**src/rtl/exu_issue_ctrl.sv**
```systemverilog
// -----------------------------------------------------------------------------
// exu_issue_ctrl
// Execute-stage sequencer sitting directly in front of the fused ALU.
//
// Takes one decoded op from ID over a valid/ready handshake and latches its
// operands, opcode, rd and wen. The latched copy drives the ALU inputs for as
// long as the op is in flight. Single-cycle ops are captured from alu_out on the
// cycle after accept. Multi-cycle ops (div/rem, and mul when MUL_MULTICYCLE=1)
// get a one-cycle alu_en start strobe, then the block waits for alu_valid. The
// 64-bit result, rd and wen are registered and offered to MEM/WB over a second
// valid/ready handshake.
//
// Ports
//   clk, rst_n            clock, synchronous active-low reset
//   flush                 drop the op held here (redirect)
//   id_valid/id_ready     ID -> EX handshake
//   id_in0/id_in1         operands
//   id_alu_op             ALU opcode (bit6 = word op)
//   id_rd/id_wen          destination register and its write enable
//   alu_in0/alu_in1/alu_op  held operands/opcode driven to the ALU
//   alu_en                start strobe for multi-cycle ops
//   alu_ready/alu_valid   ALU can start / ALU result valid
//   alu_out               ALU result
//   ex_valid/ex_ready     EX -> MEM/WB handshake
//   ex_result/ex_rd/ex_wen  registered result, rd and wen
// -----------------------------------------------------------------------------
module exu_issue_ctrl #(
  parameter int MUL_MULTICYCLE = 0,
  parameter int DATA_W         = 64
) (
  input  logic              clk,
  input  logic              rst_n,
  input  logic              flush,
  input  logic              id_valid,
  output logic              id_ready,
  input  logic [DATA_W-1:0] id_in0,
  input  logic [DATA_W-1:0] id_in1,
  input  logic [6:0]        id_alu_op,
  input  logic [4:0]        id_rd,
  input  logic              id_wen,
  output logic [DATA_W-1:0] alu_in0,
  output logic [DATA_W-1:0] alu_in1,
  output logic [6:0]        alu_op,
  output logic              alu_en,
  input  logic              alu_valid,
  input  logic              alu_ready,
  input  logic [DATA_W-1:0] alu_out,
  output logic              ex_valid,
  input  logic              ex_ready,
  output logic [DATA_W-1:0] ex_result,
  output logic [4:0]        ex_rd,
  output logic              ex_wen
);

  typedef enum logic [2:0] {
    IDLE  = 3'd0,
    EXEC  = 3'd1,
    WAIT  = 3'd2,
    DONE  = 3'd3,
    DRAIN = 3'd4
  } state_t;

  state_t              state;
  logic [DATA_W-1:0]   op_in0;
  logic [DATA_W-1:0]   op_in1;
  logic [6:0]          op_alu;
  logic [4:0]          op_rd;
  logic                op_wen;
  logic                op_mc;
  logic                accept;

  // Divide/remainder class always goes through the iterative unit; the
  // multiply class does so only when the multiplier is built multi-cycle.
  function automatic logic is_mc(input logic [6:0] op);
    return (op[4:2] == 3'b111) ||
           ((MUL_MULTICYCLE != 0) && (op[4:2] == 3'b110));
  endfunction

  assign op_mc    = is_mc(op_alu);
  assign id_ready = ~flush & ((state == IDLE) | ((state == DONE) & ex_ready));
  assign accept   = id_valid & id_ready;

  // Start strobe follows alu_ready while the op waits to issue. It is not
  // gated by flush: a start that fires alongside a flush still launches the
  // divider, which is why that case goes to DRAIN.
  assign alu_en   = (state == EXEC) & op_mc & alu_ready;
  assign ex_valid = (state == DONE);

  assign alu_in0  = op_in0;
  assign alu_in1  = op_in1;
  assign alu_op   = op_alu;

  always_ff @(posedge clk) begin
    if (!rst_n) begin
      state     <= IDLE;
      op_in0    <= '0;
      op_in1    <= '0;
      op_alu    <= '0;
      op_rd     <= '0;
      op_wen    <= 1'b0;
      ex_result <= '0;
      ex_rd     <= '0;
      ex_wen    <= 1'b0;
    end else begin
      if (accept) begin
        op_in0 <= id_in0;
        op_in1 <= id_in1;
        op_alu <= id_alu_op;
        op_rd  <= id_rd;
        op_wen <= id_wen;
      end

      if (flush) begin
        // A divider already running cannot be cancelled, so its eventual
        // alu_valid must be swallowed in DRAIN unless it arrives right now.
        case (state)
          EXEC:    state <= alu_en ? DRAIN : IDLE;
          WAIT:    state <= alu_valid ? IDLE : DRAIN;
          DRAIN:   state <= DRAIN;
          default: state <= IDLE;
        endcase
      end else begin
        case (state)
          IDLE: begin
            if (accept) state <= EXEC;
          end
          EXEC: begin
            if (!op_mc) begin
              ex_result <= alu_out;
              ex_rd     <= op_rd;
              ex_wen    <= op_wen;
              state     <= DONE;
            end else if (alu_ready) begin
              state <= WAIT;
            end
          end
          WAIT: begin
            if (alu_valid) begin
              ex_result <= alu_out;
              ex_rd     <= op_rd;
              ex_wen    <= op_wen;
              state     <= DONE;
            end
          end
          DONE: begin
            // With flush low, accept here is exactly ex_ready & id_valid.
            if (ex_ready) state <= id_valid ? EXEC : IDLE;
          end
          DRAIN: begin
            if (alu_valid) state <= IDLE;
          end
          default: state <= IDLE;
        endcase
      end
    end
  end

endmodule

```
**config.mk**
```make
export PLATFORM = sky130hd
export DESIGN_NAME = exu_issue_ctrl
export DESIGN_NICKNAME = d
export VERILOG_FILES = /design/src/rtl/exu_issue_ctrl.sv
export SDC_FILE = /design/constraint.sdc
export NUM_CORES = 1
export LEC_CHECK = 0
export BUFFER_PORTS_ARGS = -buffer_cell sky130_fd_sc_hd__buf_4
export CORE_ASPECT_RATIO = 0.75
export CORE_MARGIN = 5
export CORE_UTILIZATION = 25
export CTS_CLUSTER_DIAMETER = 150
export DETAILED_ROUTE_END_ITERATION = 8
export GPL_TIMING_DRIVEN = 0
export SLEW_MARGIN = 15
export SYNTH_ARGS = -nofsm -noshare
export SYNTH_HDL_FRONTEND = slang
export SYNTH_SLANG_ARGS = --single-unit
```
**constraint.sdc**
```tcl
create_clock -name clk -period 3.7 [get_ports clk]
set_input_delay 0.74 -clock clk [delete_from_list [all_inputs] [get_ports clk]]
set_output_delay 0.74 -clock clk [all_outputs]
set_load 0.005 [all_outputs]
```
==> results of run 1 <==
[registers in the layout, summed over array words and instances, names as in the netlist]
register and cells:
alu_in0 64, alu_in1 64, ex_result 64, alu_op 7, ex_rd 5, op_rd 5, state 3, ex_wen 1
op_wen 1
[critical path, delay by kind of cell, from the launching register on]
family,cells,cell delay (ns)
AND/OR/NAND/NOR,3,0.73
flip-flops,1,0.33
buffers and inverters,2,0.29
[layer usage]
layer	part of all wire, %	up-vias	routed length, um
li1	-	3929	-
met1	42	3587	12900
met2	46	282	14100
met3	9.4	41	2880
met4	2.3	0	691
met5	0	-	0
[cell families after synthesis]
| group | after synthesis | share of synthesized area (%) |
|---|---|---|
| AO/OA/AOI/OAI | 151 | 9.74 |
| multiplexers | 71 | 8.81 |
| buffers and inverters | 83 | 5.85 |
| AND/OR/NAND/NOR | 375 | 22.6 |
| flip-flops | 214 | 53.0 |
[final cells by class]
type                    count  share of cell area (%)
diodes                      1                  0.0198
plain buffers              82                    3.71
clock buffers              35                    5.80
clock inverters             8                   0.971
inverters                   1                  0.0297
multi-input cells         597                    26.3
flip-flops and latches    214                    33.9
well taps                 442                    4.38
repair buffers            418                    24.8
[power breakdown]
group | total, mW | switching, mW | internal [mW]
clock | 2.57 | 0.986 | 1.58
sequential | 2.47 | 0.0573 | 2.41
combinational | 0.724 | 0.339 | 0.385
total | 5.76 | 1.38 | 4.38
[worst max path at each step]
stage               slack, ns                     to
floorplan                1.85                 alu_en
global placement         1.18    op_wen$_SDFFE_PN0P_
detailed placement       1.16  op_rd[0]$_SDFFE_PN0P_
CTS                      1.03                 alu_en
global route             0.98                 alu_en
finish                   1.07                 alu_en
[Yosys cell counts]
cell type and count:
and3_1 2, dfxtp_1 214, o21a_1 1, nor2b_1 70
o21ai_0 23, nor3b_2 1, nor4bb_1 1, inv_1 1
nor4b_2 2, nor2_2 1, o2111ai_1 1, nor3b_1 2
mux2_2 1, nor2_1 5, mux2i_1 70, and3b_1 1
buf_4 2, o211ai_2 1, nor4_1 1, o32ai_1 1
o221a_2 1, o21ai_1 120, buf_2 14, nand2b_1 1
clkbuf_1 52, or2_2 2, buf_6 3, nand2_1 144
buf_12 7, nand3_1 142, a21oi_1 1, o2bb2ai_1 1
buf_1 4, a22o_1 1
[per-stage QoR]
stage / hold slack (ns) / power (mW)
global placement: 0.444 / 3.24
finish: 0.450 / 5.76
global route: 0.429 / 6.01
detailed placement: 0.449 / 3.25
floorplan: 0.444 / 2.80
CTS: 0.420 / 5.84
==> impl_results.md, run 1 <==
- Seq/Total Area, Yosys: a little over half
- Cell variety after synth: 34
- Power per cell area: 456 nW/um^2
- Initial antenna violation count: 1
- Layout Nets: 1,551
- Number of cells after detailed placement: between 1,500 and 2,000
- Placement Cell Area: about 12,000 sq um
- Vias: about 8,000
- WS Path Type: register to output pin
- Hold Path Sink: alu_in1[56]$_SDFFE_PN0P_
- Fillers: 3,278
- Largest net degree at the start of global routing: 13
- Dominant cells by area after synthesis: dfxtp_1 53%, nand3_1 8.8%, mux2i_1 8.7%, o21ai_1 7.4%, nand2_1 6.7%
- Slowest stage delay, CP: ~0.33 ns
- Port bufs: 418
- # rows: 57
- Commonest non-fill, non-tap cell in the layout: buf_4
- Worst hold path depth: 3
- Core box area: 32,200 sq um
- Remaining antenna violation count after routing: 0
- First-pass GRT wire length: 46.2 mm
- Period utilisation layout: 71.0%
- Total iterations of the first detailed-routing run: 4
- Reg2Reg Setup Slack: roughly 1.8 ns
- CTS tree: done
- Most frequent cells in the layout: 420 x buf_4, 214 x dfxtp_1, 144 x nand2_1
- Syn nets: 1,106
- Top Usage Layer GRT: met2
- R2r startpoint: state[1]$_SDFFE_PN0P_
- HP Class: primary input to register
- R2R Path End: alu_in0[55]$_SDFFE_PN0P_
- Post-layout util: 39.3%
- Critical Path End Type: output pin
- Synth warn: 0
- Critical Path, Cell by Cell: buf_6 -> nand2b_1 -> or2_2 -> nor3b_2 -> buf_4
- Die height: 166 um
- Hold_buf cts: 0
- WL/cell: between 15 and 20 um
- Cell area after layout: 12,600 sq um
- Seq cells post-synth: between 200 and 250
- Post-Route WL: 30.6 mm
- RSZ-0062 raised after global routing: no
- Worst skew pair latency: ~0.53 ns
- Clock buffer depth: 3
- Cts bufs inserted: 25
- Synth top area share: a little over half
- Critical Path RT: 2.96 ns
- Min cycle time layout: approximately 2.6 ns
- Worst-Margin Slew: between 0.9 and 1 ns
- Status: completed
- Area Growth Syn to Fin: 56.3%
- Met1 global-route usage: 19.5%
- Worst Setup Start Kind: register
- Hold Path Origin: id_in1[56]
- Leading area contributor after synthesis: dfxtp_1
- Number of clock sinks: ~210
- Worst-path clk slew: 0.06 ns
- Crit Path Max Fanout: 10
- CP max stage cell: dfxtp_1
- # setup viols final: 0
- Clock root cell: clkbuf_16
- Post-Syn Area per Cell: roughly 9.0 sq um
- Max-slew violation count: 0
- Final WS setup: approximately 1.1 ns
- Via density: roughly 4.4
- R2R depth: 7
- RePlAce Congestion: 0.818
- GR Layer Usage met3: under 10%
- Die Span X: ~220 um
- Hold Vio Cnt, Final: 0
- Setup TNS: 0 ns
- Peak VDD IR: just under 0.3 mV
- Routing usage on met2: 26.5%
- Placement Setup Slack: 1.16 ns
- Initial Util: roughly 25%
- Register area: 4280 sq um
- Critical Path Start: state[1]$_SDFFE_PN0P_
- Tot GR Track Use: between 10% and 20%
- Area of the multi-input gates: about 3300 sq um
- Post_cts resized: 0
- DRC viols: 0
- Share of layout cells above drive strength 1: a little over a third
- Initial DRC count: around 340
- Max_cap viols: 0
- Gr ovfl total: 0
- Rel. slew slack: a little under 40%
- Die ar.: ~36,000 sq um
- Clock Skew: 0.0258 ns
- Mapped Area: 8080 sq um
- H-Tree Depth: 1
- Leak: between 5 and 6 nW
- Critical Path AT: between 1.5 and 2 ns
- Gate Count Post-Synth: about 890
- Non-filler cells, final: between 1,500 and 2,000
- HPWL Detailed: between 20 and 25 mm
- Vias in the first global route: between 7,000 and 8,000
- Post-CTS Setup Bufs: 0
- Achievable frequency: 381 MHz
- IO Count: 420
(Power assumes the default switching activity.)
==> inputs of run 2 (changes only) <==
==> constraint.sdc (replaced) <==
create_clock -name clk -period 2.1 [get_ports clk]
set_input_delay 0.42 -clock clk [delete_from_list [all_inputs] [get_ports clk]]
set_output_delay 0.42 -clock clk [all_outputs]
set_load 0.005 [all_outputs]
==> run 2 against run 1 <==
Clock skew is 0.00083 ns higher. Power is 77% higher. Cell area is 1.0% higher. Sequential share of layout area is 0.32 points lower. Wire length is 0.87% higher. Critical endpoint unchanged. Largest power group unchanged.
==> impl_results.md, run 2 (synthesized netlist as in run 1, its figures left out) <==
- Status: completed
- Cts bufs inserted: 25
- Die Span X: 218 um
- Met1 global-route usage: between 10% and 20%
- Vias: around 7,900
- WP buf/inv: 2
- Vias in the first global route: about 8,100
- Port bufs: approximately 420
- First-pass GRT wire length: approximately 47 mm
- Initial Util: ~25%
- Worst hold path depth: 3
- CTS tree: done
- Initial antenna violation count: 1
- Placement Setup Slack: -0.121 ns
- Worst-path clk slew: 0.06 ns
- Critical path depth: 5
- Hold Vio Cnt, Final: 0
- Post-Route WL: just over 30 mm
- Clock Skew: about 0.027 ns
- Clock buffer depth: 3
- Top Usage Layer GRT: met2
- DRC viols: 0
- WS Path Type: register to output pin
- Critical Path, Cell by Cell: buf_6 -> nand2b_4 -> or2_4 -> nor3b_2 -> buf_4
- R2R Path End: state[2]$_SDFFE_PN0P_
- Slowest stage delay, CP: roughly 0.32 ns
- H-Tree Depth: 1
- Rel. slew slack: about 37%
- Critical Path RT: ~1.7 ns
- GR Layer Usage met3: under 10%
- RePlAce Congestion: between 0.8 and 0.9
- Remaining antenna violation count after routing: 0
- Area Growth Syn to Fin: 57.9%
- Power per cell area: 797 nW/um^2
- Worst setup path end: alu_en
- Period utilisation layout: 99.0%
- Core box area: between 30,000 and 40,000 sq um
- Achievable frequency: just under 500 MHz
- Gr ovfl total: 0
- Initial DRC count: 346
- Max_cap viols: 0
- Peak VDD IR: ~0.51 mV
- Worst skew pair latency: 0.53 ns
- RSZ-0062 raised after global routing: yes
- Routing usage on met2: 26.8%
- Commonest non-fill, non-tap cell in the layout: buf_4
- Reg2Reg Setup Slack: 0.15 ns
- Layout Nets: ~1,600
- Critical Path Start: state[1]$_SDFFE_PN0P_
- Number of clock sinks: approximately 210
- Largest net degree at the start of global routing: 13
- Min cycle time layout: approximately 2.1 ns
- Most frequent cells in the layout: 432 x buf_4, 211 x dfxtp_1, 144 x nand2_1
- Leak: around 5.4 nW
- WL/cell: between 15 and 20 um
- HPWL Detailed: 23.6 mm
- Die ar.: roughly 36,000 sq um
- HP Class: primary input to register
- # rows: 57
- Post-layout util: about two fifths
- IO Count: 420
- Clock root cell: clkbuf_16
- Critical Path AT: roughly 1.7 ns
- Max-slew violation count: 0
- Critical Path End Type: output pin
- Crit Path Max Fanout: 2
- R2R depth: 13
- Total iterations of the first detailed-routing run: 7
- Worst-Margin Slew: roughly 0.94 ns
- # setup viols final: 0
- Share of layout cells above drive strength 1: 37.4%
- Crit path max-delay family: simple AND/OR/NAND/NOR gates
- Die height: between 150 and 200 um
- CP max stage cell: dfxtp_2
- Setup TNS: 0 ns
- Tot GR Track Use: 16.0%
- Final WS setup: 0.0214 ns
- R2r startpoint: state[1]$_SDFFE_PN0P_
- Worst Setup Start Kind: register
- Via density: 4.37
run 2: what timing repair did:
action	4_1_cts	5_1_grt
hold buffers	0	0
pin swaps	2	0
buffers inserted	13	1
resized for setup	6	3
endpoints found under the setup margin	1	57
run 2: where the power goes:
group / internal (mW) / switching (mW)
Clock: 2.79 / 1.74
Combinational: 0.687 / 0.602
Sequential: 4.25 / 0.102
run 2: worst reg2reg max path, cell delays in order (launching register included):
cell	delay (ns)
dfxtp_2	0.33
buf_6	0.10
nand2b_4	0.11
or2_4	0.11
nor3b_2	0.04
buf_4	0.12
buf_4	0.12
buf_4	0.12
buf_4	0.12
buf_4	0.12
buf_4	0.11
buf_4	0.12
buf_4	0.12
o221a_4	0.20
run 2: layer usage:
layer,part of all wire (%),wire (um)
met1,42,13000
met5,0,0
met4,2.3,714
met2,46,14200
met3,9.5,2930
run 2: worst min path at each step:
stage / from / end
4_1_cts: id_in0[8] / alu_in0[8]$_SDFFE_PN0P_
5_1_grt: id_in1[13] / alu_in1[13]$_SDFFE_PN0P_
3_3_place_gp: alu_in1[61]$_SDFFE_PN0P_ / alu_in1[61]$_SDFFE_PN0P_
3_5_place_dp: alu_in1[15]$_SDFFE_PN0P_ / alu_in1[15]$_SDFFE_PN0P_
6_report: id_in1[56] / alu_in1[56]$_SDFFE_PN0P_
2_1_floorplan: op_rd[0]$_SDFFE_PN0P_ / op_rd[0]$_SDFFE_PN0P_
run 2: cell type report:
type	instances	area, sq um
plain buffers	82	475
flip-flops and latches	214	4290
inverters	1	3.75
well taps	442	553
clock inverters	8	123
clock buffers	35	733
multi-input cells	597	3350
fillers	3266	19400
repair buffers	431	3240
diodes	1	2.50
run 2: stage by stage:
| step | instances | total power [mW] | hold WS, ns | instance area (sq um) |
|---|---|---|---|---|
| after floorplan | 894 | 4.93 | 0.444 | 8080 |
| final | 1811 | 10.2 | 0.130 | 12800 |
| after CTS | 1810 | 10.3 | 0.100 | 12700 |
| after global placement | 1754 | 5.71 | 0.444 | 11800 |
| after detailed placement | 1754 | 5.72 | 0.449 | 11800 |
| after global routing | 1811 | 10.6 | 0.108 | 12800 |
